===== src/rtl/pc_seq_pkg.sv =====
// Shared types and widths for the PC sequencer.
package pc_seq_pkg;
    localparam int PC_W  = 16;
    localparam int IMM_W = 12;

    typedef enum logic {
        RUN   = 1'b0,
        FLUSH = 1'b1
    } seq_state_t;
endpackage


===== src/rtl/append_buffer.sv =====
// Splices the upper PC page onto a 12-bit immediate to form an absolute jump target.
module Append_Buffer
    import pc_seq_pkg::*;
(
    input  logic [PC_W-IMM_W-1:0] Upper_4_PC,
    input  logic [IMM_W-1:0]      Lower_12_Imm,
    output logic [PC_W-1:0]       Appended_PC
);
    assign Appended_PC = {Upper_4_PC, Lower_12_Imm};
endmodule


===== src/rtl/pc_sequencer.sv =====
// Fetch PC sequencer: increment, jump/branch redirect, and a fixed-length flush window.
// Optional feature macro: PC_SEQ_ALIGN_CHECK_EN (sticky misaligned-target flag, target bit0 cleared).
module pc_sequencer
    import pc_seq_pkg::*;
#(
    parameter logic [PC_W-1:0] RESET_VECTOR = 16'h0000,
    parameter int              PC_STEP      = 2,
    parameter int              FLUSH_CYCLES = 2
) (
    input  logic              CLK,
    input  logic              RST,
    input  logic              Stall,
    input  logic              Jump_Req,
    input  logic [IMM_W-1:0]  Jump_Imm,
    input  logic              Branch_Req,
    input  logic              Branch_Taken,
    input  logic [PC_W-1:0]   Branch_Offset,
    output logic [PC_W-1:0]   PC_Out,
    output logic              Fetch_Valid,
    output logic              Flush,
    output logic              Redirect_Ack,
    output logic              Align_Err
);
    localparam logic [PC_W-1:0] STEP       = PC_W'(PC_STEP);
    localparam logic [2:0]      FLUSH_LAST = 3'(FLUSH_CYCLES - 1);

    seq_state_t      state, state_nxt;
    logic [2:0]      flush_cnt, flush_cnt_nxt;
    logic            take_jump, take_branch, redirect;
    logic [PC_W-1:0] jump_tgt, branch_tgt, raw_tgt, tgt, pc_nxt;

    Append_Buffer u_append (
        .Upper_4_PC  (PC_Out[PC_W-1:IMM_W]),
        .Lower_12_Imm(Jump_Imm),
        .Appended_PC (jump_tgt)
    );

    assign branch_tgt  = PC_Out + Branch_Offset;
    // Jump outranks a simultaneous taken branch; the branch is simply dropped.
    assign take_jump   = (state == RUN) && !Stall && Jump_Req;
    assign take_branch = (state == RUN) && !Stall && Branch_Req && Branch_Taken && !Jump_Req;
    assign redirect    = take_jump || take_branch;
    assign raw_tgt     = take_jump ? jump_tgt : branch_tgt;

`ifdef PC_SEQ_ALIGN_CHECK_EN
    assign tgt = {raw_tgt[PC_W-1:1], 1'b0};

    always_ff @(posedge CLK or posedge RST) begin
        if (RST)
            Align_Err <= 1'b0;
        else if (redirect && raw_tgt[0])
            Align_Err <= 1'b1;
    end
`else
    assign tgt       = raw_tgt;
    assign Align_Err = 1'b0;
`endif

    // State register
    always_ff @(posedge CLK or posedge RST) begin
        if (RST) begin
            state     <= RUN;
            flush_cnt <= 3'd0;
        end else begin
            state     <= state_nxt;
            flush_cnt <= flush_cnt_nxt;
        end
    end

    // Next-state logic; stall freezes both the state and the flush counter.
    always_comb begin
        state_nxt     = state;
        flush_cnt_nxt = flush_cnt;
        if (!Stall) begin
            case (state)
                RUN: if (redirect) begin
                    state_nxt     = FLUSH;
                    flush_cnt_nxt = 3'd0;
                end
                FLUSH: if (flush_cnt == FLUSH_LAST) begin
                    state_nxt     = RUN;
                    flush_cnt_nxt = 3'd0;
                end else begin
                    flush_cnt_nxt = flush_cnt + 3'd1;
                end
                default: state_nxt = RUN;
            endcase
        end
    end

    // Outputs; reset masks the handshake outputs while state is being forced.
    always_comb begin
        Fetch_Valid  = !RST && (state == RUN) && !Stall;
        Redirect_Ack = !RST && redirect;
        Flush        = (state == FLUSH);
    end

    always_comb begin
        pc_nxt = PC_Out;
        if (redirect)
            pc_nxt = tgt;
        else if (!Stall && (state == RUN))
            pc_nxt = PC_Out + STEP;
    end

    always_ff @(posedge CLK or posedge RST) begin
        if (RST)
            PC_Out <= RESET_VECTOR;
        else
            PC_Out <= pc_nxt;
    end
endmodule


===== config.mk =====
export PLATFORM = sky130hd
export DESIGN_NAME = pc_sequencer
export DESIGN_NICKNAME = d
export VERILOG_FILES = /design/src/rtl/pc_seq_pkg.sv /design/src/rtl/append_buffer.sv /design/src/rtl/pc_sequencer.sv
export SDC_FILE = /design/constraint.sdc
export NUM_CORES = 1
export LEC_CHECK = 0
export ABC_AREA = 1
export CORE_MARGIN = 3
export CORE_UTILIZATION = 50
export CTS_CLUSTER_SIZE = 30
export DETAILED_ROUTE_END_ITERATION = 10
export PLACE_DENSITY = 0.81
export SYNTH_ARGS = -nofsm -noshare
export SYNTH_HDL_FRONTEND = slang
export SYNTH_SLANG_ARGS = --single-unit

===== constraint.sdc =====
create_clock -name CLK -period 3.54 [get_ports CLK]
set_input_delay 0.708 -clock CLK [delete_from_list [all_inputs] [get_ports CLK]]
set_output_delay 0.708 -clock CLK [all_outputs]
set_load 0.02 [all_outputs]

Word level (Yosys, flattened, before mapping)
Cells that the tools add are included.
Word-level totals
  output and inout port bits: 20
  logic and storage cells: 36
  bits in registers: 20
  input port bits: 34
Cells by class
  muxes and demuxes: 9
  reduce and logical (&&, ||, !) cells: 15
  eq/ne operators: 3
  bitwise gates (word level): 2
  add/sub/neg operators: 3
Operators by type and width (number)
  2-to-1 mux 16 bit: 3
  adder 16 bit: 1
  adder 16 x 2 -> 16 bit, second input constant: 1
  logical AND 1 bit: 8
  2-to-1 mux 3 bit: 2
  case mux 3 bit (2 select lines): 1
  != test 2 bit, second input constant: 2
  AND reduction 2 bit: 2
  adder 3 x 1 -> 3 bit, second input constant: 1
  equality test 3 x 1 -> 1 bit, second input constant: 1
  logical NOT 1 bit: 3
  2-to-1 mux 1 bit: 2
  NOT 1 bit: 2
  case mux 1 bit (2 select lines): 1
  nonzero test 2 bit: 1
  logical OR 1 bit: 1

Longest topological paths before layout
  word-level depth: 8
  mapped depth: 11
  mapped depth without buffers: 11

Cells and area by module
From an unflattened synthesis, not the netlist that was laid out.
Second synthesis, totals
  cells, all modules: 414
  area total of the unflattened synthesis: 2523.7 um^2
By module, submodules not included
  pc_sequencer: area each 2403.6 um^2, cells each 398, instances 1, sequential area each 500.5 um^2
  Append_Buffer: area each 120.1 um^2, cells each 16, instances 1, sequential area each 0.0 um^2

Least setup slack after synthesis
OpenSTA, ideal clock, no wires.
  kind: input to output
  start: input port Stall
  end: output port Redirect_Ack
  path slack: 1275 ps
  arrival: 1557 ps
  required time: 2832 ps
  path buffers: 1
  stages: 6
  cell sequence: inv_1 > nand2_2 > a21oi_4 > inv_4 > buf_6 > nor2_1
On the way
  word-level cells in the longest chain between the ends: 7
  elaborated cells between the ends (all ways): 8
  classes of those cells: reduce/logical: 8
Ends and longest elaborated chain
  start, declared: RTL line pc_sequencer.sv:12  | input logic Stall,
  logical NOT 1 bit *: RTL line pc_sequencer.sv:40, pc_sequencer.sv:41
  logical AND 1 bit *: RTL line pc_sequencer.sv:40, pc_sequencer.sv:41
  logical AND 1 bit (3 in a row): RTL line pc_sequencer.sv:41  | assign take_branch = (state == RUN) && !Stall && Branch_Req && Branch_Taken && !Jump_Req;
  logical OR 1 bit *: RTL line pc_sequencer.sv:42  | assign redirect = take_jump || take_branch;
  logical AND 1 bit *: RTL line pc_sequencer.sv:94  | Redirect_Ack = !RST && redirect;
  end, declared: RTL line pc_sequencer.sv:21  | output logic Redirect_Ack,
Every way passes the cells marked *; elsewhere a longest branch is shown, timed or not.

Final worst setup path
  start: input port Jump_Req
  end: output port Redirect_Ack
On the way
  word-level cells in the longest chain between the ends: 4
  elaborated cells between the ends (all ways): 5
  classes of those cells: reduce/logical: 5
Ends and longest elaborated chain
  start, declared: RTL line pc_sequencer.sv:13  | input logic Jump_Req,
  logical NOT 1 bit: RTL line pc_sequencer.sv:41
  logical AND 1 bit: RTL line pc_sequencer.sv:41
  logical OR 1 bit *: RTL line pc_sequencer.sv:42
  logical AND 1 bit *: RTL line pc_sequencer.sv:94
Marked as above.

==> out/metrics.yaml <==
status:
  outcome: "finished, final reports clean"
clock_network:
  cts_resized: 0
  cts_setup_buffers: 0
  insertion_delay_ns: 0.26
  cts_root_buf: "clkbuf_8"
  cts_sinks: 20
  numCtsBuffers: 3
  ctsHoldBuffers: 0
  path_clk_slew_ns: 0.08
  clk_path_buf_depth: 2
  cts.htree.levels: 1
  tritoncts: "yes"
yosys:
  synth_edf_count: 0
  synth_area_leaders: "dfrtp_1 21%, nand2_1 17%, ha_1 8.4%"
  synth_xor_area_frac: 0.0258
  muxShareOfSynthArea: 0
  synth_top_family_by_area: "simple AND/OR/NAND/NOR gates"
  synth-async-reset-ratio: 1.00
  synth_top_area_frac: 0.211
  syn_inst: 386
  ys_seq_area_frac: 0.211
  synth_top_cell_by_area: "dfrtp_1"
  ys_ff_latch: 20
  ys.flop_type: "dfrtp_1"
  synth_warnings: 0
  synth_compound_area_frac: 0.142
  yosys.area_share.adder: 0.0926
  syn-num-nets: 437
  yosys.area_share.simple: 0.414
  syn_avg_cell_area_um2: 6.16
  netlist_area_um2: 2380
  yosysUniqueCellTypes: 34
timing:
  timing.hold.ws_ns: 0.540
  setup_violations: 0
  fmax_ghz: 0.323
  tightestPinTransition_ns: 0.791
  hold_viol: 0
  slew_headroom: 0.472
  fin_crit_ns: 3.09
  setup-tns-final_ns: 0
  finalClockSkew_ns: 0.00169
  period_share: 0.874
  slew_violations: 0
  rsz0062_at_grt: "false"
global_routing:
  grt_max_degree: 21
  grt_pass1_vias: 2425
  grt_overflow: 0
  grt_pass1_wl_um: 10900
  grt.total_usage: 0.251
  antenna_found_initial: 0
die:
  die_h_um: 75.0
  pin_count: 54
  start_util: 0.531
  fp.coreArea_um2: 4470
  die_area_um2: 5620
  dieWidth_um: 75.0
  rows: 24
worst_setup_path:
  cp.required_ns: 2.83
  cp.arrival_ns: 2.39
  path_class: "primary input to primary output"
  worst_path_max_delay_cell: "clkdlybuf4s50_1"
  worst-path-buf-inv: 4
  critPathLaunchType: "primary input"
  cp_cell_sequence: "clkdlybuf4s50_1, inv_2, a21oi_4, inv_4, nor2_1, clkdlybuf4s50_1"
  path_delay_family: "buffers and inverters"
  cpMostUsedCell: "clkdlybuf4s50_1"
  critPathMaxFanout: 5
  critPathCaptureType: "primary output"
  critPathMaxStageDelay_ns: 0.63
place:
  dpl.hpwl_um: 5460
  port_buffers: 52
  place.gp.congestion: 0.953
final_layout:
  final_cell_mix: "107 x nand2_1, 52 x clkdlybuf4s50_1, 50 x inv_1"
  final_common_cell: "nand2_1"
  multi_input_area_um2: 1610
  fillers: 446
  seq_area_um2: 500
  area_delta_synth_final_pct: 26.2
  diodes: 0
  utilization: 0.671
  layout-drive-gt1-share: 0.0569
  fin_nets: 491
routing:
  drt_iter0_drc: 195
  dr_total_vias: 2685
  avgViaCountPerCell: 5.47
  routedWlPerCell_um: 13.9
  drtAntennaViolNets: 0
  routed_wl_um: 6820
  drc_errors: 0
  drtPass1Iterations: 5
flow_run:
  drv_cap: 0
min_path:
  hold_class: "flop to flop"
power:
  peakVddDrop_uv: 537
  p_leak_uw: 0.00152
  power.density_nw_per_um2: 802
[power breakdown]
group          switching (uW)  total [uW]  internal [uW]
clock network            81.0         232            151
logic                    1010        1670            658
registers                 176         509            333
total                    1260        2410           1140
[path summary, 6_finish.rpt]
check / startpoint / endpoint / slack (ns) / depth (start not counted)
max in group asynchronous: RST / PC_Out[15]$_DFFE_PP0P_ / 2.09 / 2
setup / recovery: Jump_Req / Redirect_Ack / 0.45 / 6
setup reg to reg: PC_Out[0]$_DFFE_PP0P_ / PC_Out[14]$_DFFE_PP0P_ / 1.47 / 11
hold / removal: flush_cnt[2]$_DFFE_PP0P_ / flush_cnt[2]$_DFFE_PP0P_ / 0.54 / 2
min in group asynchronous: RST / flush_cnt[1]$_DFFE_PP0P_ / 0.96 / 2
hold reg to reg: flush_cnt[2]$_DFFE_PP0P_ / flush_cnt[2]$_DFFE_PP0P_ / 0.54 / 2
[per-stage QoR]
stage               setup slack [ns]  instance area [um^2]  instances  total power, uW
floorplan                       1.27                  2380        386             1640
global placement               0.507                  2930        487             2110
detailed placement             0.440                  2930        487             2150
CTS                            0.441                  3000        491             2400
global route                   0.372                  3000        491             2640
finish                         0.445                  3000        491             2410
[tightest hold or removal path, stage by stage, from the launching register on]
cell,delay [ns]
dfrtp_1,0.33
inv_1,0.05
a21oi_1,0.12
[cell families after synthesis]
family,after synthesis
compound gates,60
other cells,1
fa+ha+maj,17
xor+xnor,7
simple gates,219
buf+inv,62
flops,20
[Yosys cell counts (4+ instances only)]
library cell and instances:
inv_2 5, nor2_1 43, nand2_1 107, a21oi_1 37, ha_1 16, nor3_1 7, o21ai_0 8, xor2_1 4
o21ai_1 5, nand3b_1 4, nand3_1 37, nand4_1 9, inv_1 50, dfrtp_1 20
[registers in the layout (all words and copies together), names as in the netlist]
register   flops
PC_Out        16
flush_cnt      3
Flush          1
[area by class of cell]
cell class                 count  share of cell area
tap                           52              0.0217
multi-input combinational    304               0.536
clock inverter                 1              0.0100
sequential                    20               0.167
inverter                      56              0.0709
clock buffer                   3              0.0138
timing repair buffer          55               0.181
[metal layers]
metal	GRT usage	routed length (um)	up-vias
met5	0	0	-
met4	0.0791	174	0
li1	-	-	1370
met2	0.426	3220	127
met3	0.0387	509	15
met1	0.327	2920	1173
Power figures use the tool's default switching activity.
